[src/rtl/random_modulo_ctrl_pkg.sv]
// Shared definitions for the random-modulo Benes control generator:
// FSM state encoding, Galois LFSR feedback mask and power-on seed.
package random_modulo_ctrl_pkg;

    typedef enum logic [1:0] {
        IDLE  = 2'd0,
        GEN   = 2'd1,
        FLUSH = 2'd2
    } rm_ctrl_state_t;

    localparam logic [15:0] RM_LFSR_MASK = 16'hB400;
    localparam logic [15:0] RM_LFSR_SEED = 16'hACE1;

endpackage

[src/rtl/random_modulo_ctrl_lfsr.sv]
// Right-shifting Galois LFSR (module rm_lfsr). Steps only when enabled; an explicit
// load takes priority over stepping and reset returns it to the fixed seed.
module rm_lfsr
    import random_modulo_ctrl_pkg::*;
#(
    parameter int LFSR_W = 16
) (
    input  logic              clk,
    input  logic              reset,
    input  logic              en,
    input  logic              load,
    input  logic [LFSR_W-1:0] load_val,
    output logic [LFSR_W-1:0] state
);

    always_ff @(posedge clk) begin
        if (reset) begin
            state <= LFSR_W'(RM_LFSR_SEED);
        end else if (load) begin
            state <= load_val;
        end else if (en) begin
            state <= state[0] ? ((state >> 1) ^ LFSR_W'(RM_LFSR_MASK)) : (state >> 1);
        end
    end

endmodule

[src/rtl/random_modulo_ctrl.sv]
// Generates a fresh Benes permutation word from an LFSR, flushes the L1 cache and
// then commits the word atomically. Optional auto-reseed: RM_CTRL_PERIODIC_RESEED_EN.
module random_modulo_ctrl
    import random_modulo_ctrl_pkg::*;
#(
    parameter int CNT           = 12,
    parameter int LFSR_W        = 16,
    parameter int RESEED_PERIOD = 65536
) (
    input  logic              clk,
    input  logic              reset,
    input  logic              reseed_req,
    output logic              reseed_ack,
    input  logic              seed_load,
    input  logic [LFSR_W-1:0] seed_i,
    output logic              flush_req,
    input  logic              flush_done,
    output logic [CNT-1:0]    control_o,
    output logic              busy
);

    localparam int CNT_W = $clog2(CNT + 1);

    rm_ctrl_state_t    state, next_state;
    logic [LFSR_W-1:0] lfsr_state;
    logic [CNT-1:0]    shadow;
    logic [CNT_W-1:0]  bit_cnt;
    logic              req_any, start, last_bit, commit;
    logic              lfsr_en, lfsr_load;
    logic              ack_d, flush_req_d, busy_d;
    logic              unused_lfsr_hi;

    assign unused_lfsr_hi = ^lfsr_state[LFSR_W-1:1];

`ifdef RM_CTRL_PERIODIC_RESEED_EN
    localparam int PER_W = (RESEED_PERIOD > 2) ? $clog2(RESEED_PERIOD) : 1;
    logic [PER_W-1:0] period_cnt;
    logic             auto_req;

    assign auto_req = (period_cnt == PER_W'(RESEED_PERIOD - 1));
    assign req_any  = reseed_req | auto_req;

    // Saturates at the trigger value so a request blocked by the ack cycle retries.
    always_ff @(posedge clk) begin
        if (reset || start) begin
            period_cnt <= '0;
        end else if (state == IDLE && !auto_req) begin
            period_cnt <= period_cnt + 1'b1;
        end
    end
`else
    logic unused_period;
    assign unused_period = (RESEED_PERIOD == 0);
    assign req_any       = reseed_req;
`endif

    assign start    = (state == IDLE) && req_any && !reseed_ack;
    assign last_bit = (bit_cnt == CNT_W'(CNT - 1));
    assign commit   = (state == FLUSH) && flush_done;

    rm_lfsr #(.LFSR_W(LFSR_W)) u_lfsr (
        .clk      (clk),
        .reset    (reset),
        .en       (lfsr_en),
        .load     (lfsr_load),
        .load_val (seed_i),
        .state    (lfsr_state)
    );

    always_ff @(posedge clk) begin
        if (reset) state <= IDLE;
        else       state <= next_state;
    end

    always_comb begin
        next_state = state;
        case (state)
            IDLE:    if (start)      next_state = GEN;
            GEN:     if (last_bit)   next_state = FLUSH;
            FLUSH:   if (flush_done) next_state = IDLE;
            default:                 next_state = IDLE;
        endcase
    end

    // A zero seed would lock the LFSR, so it is dropped along with non-IDLE loads.
    always_comb begin
        lfsr_en     = (state == GEN);
        lfsr_load   = (state == IDLE) && seed_load && (seed_i != '0);
        ack_d       = commit;
        flush_req_d = (next_state == FLUSH);
        busy_d      = (next_state != IDLE);
    end

    always_ff @(posedge clk) begin
        if (reset) begin
            shadow     <= '0;
            control_o  <= '0;
            bit_cnt    <= '0;
            reseed_ack <= 1'b0;
            flush_req  <= 1'b0;
            busy       <= 1'b0;
        end else begin
            reseed_ack <= ack_d;
            flush_req  <= flush_req_d;
            busy       <= busy_d;
            if (start) begin
                bit_cnt <= '0;
            end else if (state == GEN) begin
                bit_cnt <= bit_cnt + 1'b1;
            end
            if (state == GEN) begin
                shadow <= (shadow << 1) | CNT'(lfsr_state[0]);
            end
            // control_o only moves here, after the cache has been flushed.
            if (commit) begin
                control_o <= shadow;
            end
        end
    end

endmodule

[config.mk]
export PLATFORM = sky130hd
export DESIGN_NAME = random_modulo_ctrl
export DESIGN_NICKNAME = d
export VERILOG_FILES = /design/src/rtl/random_modulo_ctrl_pkg.sv /design/src/rtl/random_modulo_ctrl_lfsr.sv /design/src/rtl/random_modulo_ctrl.sv
export SDC_FILE = /design/constraint.sdc
export NUM_CORES = 1
export LEC_CHECK = 0
export CAP_MARGIN = 0
export CORE_ASPECT_RATIO = 0.75
export CORE_UTILIZATION = 50
export DETAILED_ROUTE_END_ITERATION = 6
export DONT_BUFFER_PORTS = 1
export MAX_ROUTING_LAYER = met4
export SLEW_MARGIN = 10
export SYNTH_ARGS = -nofsm -noshare
export SYNTH_HDL_FRONTEND = slang
export SYNTH_HIERARCHICAL = 1
export SYNTH_SLANG_ARGS = --single-unit
[constraint.sdc]
create_clock -name clk -period 2 [get_ports clk]
set_input_delay 0.2 -clock clk [delete_from_list [all_inputs] [get_ports clk]]
set_output_delay 0.2 -clock clk [all_outputs]
set_load 0.03 [all_outputs]
==> impl_metrics.toml <==
[outcome]
run_status = "complete, no violations"

[sta]
fin_crit_ps = 1770
timing.slew.headroom = 0.585
skew_ps = 8.23
max_freq_mhz = 564
finalMaxSlewViolations = 0
setup_violations = 0
worst_pin_slew_ps = 622
rsz0062_at_grt = "false"
finalSetupTns_ps = 0
min_period_over_period = 0.886
hold_viol = 0

[floorplanning]
die_y_um = 57.2
die_x_um = 75.6
io_pins = 36
start_util = 0.538
num_rows = 19
core_area_sq_um = 3780
die_area_sq_um = 4330

[synth]
yosysTopAreaCellShare = 0.483
synthTopCellsByArea = "dfxtp_1 48%, nand2_1 9.2%, a21oi_1 8.1%, mux2i_1 6.4%, a211oi_1 3.3%"
syn-cell-area_sq_um = 2030
synthMuxAreaShare = 0.0640
synth_seq_cells = 49
ys_seq_area_frac = 0.483
synth-simple-area-share = 0.239
avgSynthCellArea_sq_um = 8.95
synth_nets = 249
yosys_warnings = 6
ys_types = 36
synth_fa_ha_area_frac = 0.00616
netlist.top_cell.by_area = "dfxtp_1"
syn_inst = 227
synth-compound-area-share = 0.132
synth_xor_area_frac = 0.0216
synth_top_family_by_area = "simple AND/OR/NAND/NOR gates"

[power_and_ir_drop]
power_density_nw_per_um2 = 944
p_clk_frac = 0.406
p_seq_frac = 0.511
p_int_mw = 1.60
leakagePower_nw = 0.738
power_mw = 2.05
peakVddDrop_v = 0.000552
p_comb_frac = 0.082
switching_share = 0.222
p_switching_mw = 0.456

[detailed_routing]
wirelength_um = 4010
dr.pass1.iters = 4
routedWlPerCell_um = 14.5
antenna_left = 0
drc_errors = 0
vias = 1527
vias_per_cell = 5.53
drtIter0Drc = 78

[cells_and_area]
drive_gt1_frac = 0.0759
area_growth_pct = 6.96
layout.nets = 245
antenna_cells = 0
fillerInstances = 358

[clock_network]
numCtsBuffers = 5
cts_resized = 0
cts_setup_buffers = 0
cts_root_buf = "clkbuf_8"
cts_tree = "done"
hold_buffers = 1
cts_sinks = 49
clkLatencyLatePin_ps = 300
htreeDepth = 2
cts_buffer_depth = 2
cts.reportedPaths.clkPinSlew_ps = 90

[place]
port_buffers = 0
gp_congestion = 0.840
dpl.hpwl_um = 2760

[worst_setup_path]
crit_path_end_kind = "register"
cp-startpoint = "state[0]"
path_class = "register to register"
worst_setup_path_start_kind = "register"
cp_max_fo = 22
r2r_slack_ps = 230
arrival_ps = 1990
cp-endpoint = "u_lfsr/state[14]"
crit_required_ps = 2210
reg2regPathDepth = 4
regToRegStartpoint = "state[0]"
timing.rr.end = "u_lfsr/state[14]"

[grt]
overflow = 0
grt_max_degree = 37
grt_most_used_layer = "met2"
grtUsageTotal = 0.207
grt_pass1_vias = 1422
met1_usage = 0.285
antenna_found_initial = 0
use_met3 = 0.0565
grt_pass1_wl_um = 6540
grt_use_met2 = 0.296

[hold_path]
worstHoldPathType = "input port to register"
min_from = "seed_i[6]"

[run]
cap_violations = 0
==> cells in the final DEF (no fill, tap or decap), types with 2 or more instances in the layout <==
cell type / n
clkbuf_8: 5
and3b_1: 2
xor2_1: 2
nand2_1: 50
a211oi_1: 9
xnor2_1: 3
nor3b_1: 8
buf_4: 3
nor4_1: 6
bufinv_16: 2
o21ai_0: 2
nand3b_1: 3
nor2b_1: 10
nor4b_1: 2
dfxtp_1: 49
nor2_1: 6
mux2i_1: 13
a21oi_1: 33
==> sequential cells by signal (all words and copies together) (netlist names) <==
name / count
u_lfsr/state: 16
control_o: 12
shadow: 12
bit_cnt: 4
state: 2
busy: 1
flush_req: 1
reseed_ack: 1
==> power by group through the flow <==
| stage | Combinational (mW) | Clock (mW) | Sequential [mW] |
|---|---|---|---|
| after floorplan | 0.159 | 0 | 1.06 |
| after global placement | 0.149 | 0 | 1.07 |
| after detailed placement | 0.152 | 0 | 1.07 |
| after CTS | 0.168 | 0.855 | 1.05 |
| after global routing | 0.186 | 0.896 | 1.05 |
| final | 0.169 | 0.834 | 1.05 |
==> how the worst min path moves through the flow <==
stage                      endpoint  slack, ps  cells after the start
global route        u_lfsr/state[6]         50                      2
detailed placement        shadow[3]        280                      1
global placement           state[1]        280                      1
finish              u_lfsr/state[6]         60                      2
CTS                 u_lfsr/state[5]         50                      2
floorplan           u_lfsr/state[7]        350                      2
==> worst max-delay path: stages, from the launching register on <==
cell      delay, ps
dfxtp_1         380
nor2_1          160
and3_1          580
inv_1           300
a211oi_1        270
==> layer usage <==
layer | wire, um | vias to the layer above
met1 | 2010 | 727
met2 | 1770 | 26
li1 | - | 768
met4 | 41 | 0
met3 | 180 | 6
met5 | 0 | -
==> through the flow <==
stage	utilization	setup slack (ps)	hold WS, ps	cells	instance area, sq um
finish	0.575	227	60.0	276	2170
global route	0.575	49.0	52.9	276	2170
global placement	0.533	310	276	267	2020
floorplan	-	488	352	227	2030
detailed placement	0.533	270	279	267	2020
CTS	0.575	215	49.1	276	2170
==> synth_stat cells, drive strengths merged <==
master	count
a21oi	34
xor2	2
o21ai	2
buf	11
and3b	2
nand3b	3
nand2	50
o21bai	1
nor2b	10
nand4	1
inv	2
a211o	1
mux2i	13
ha	1
and3	1
nor4b	2
nor4	6
or3b	1
dfxtp	49
clkbuf	4
or3	1
nor2	6
xnor2	3
nor3b	9
or2	1
a211oi	9
nand2b	1
nand3	1
==> logic make-up after synthesis <==
group	after synthesis
and+or+nand+nor	95
DFF	49
AOI/OAI and AO/OA	47
buffers and inverters	17
muxes	13
xor gates and xnor gates	5
adders and majority gates	1
==> cell type report <==
type                    instances  area (sq um)  area share
clock inverters                 3          68.8      0.0317
repair buffers                  4          42.5      0.0196
flip-flops and latches         49           981       0.451
inverters                       2          7.51     0.00345
clock buffers                   5          68.8      0.0317
well taps                      52          65.1      0.0299
multi-input cells             161           940       0.432
Power figures use the tool's default switching activity.
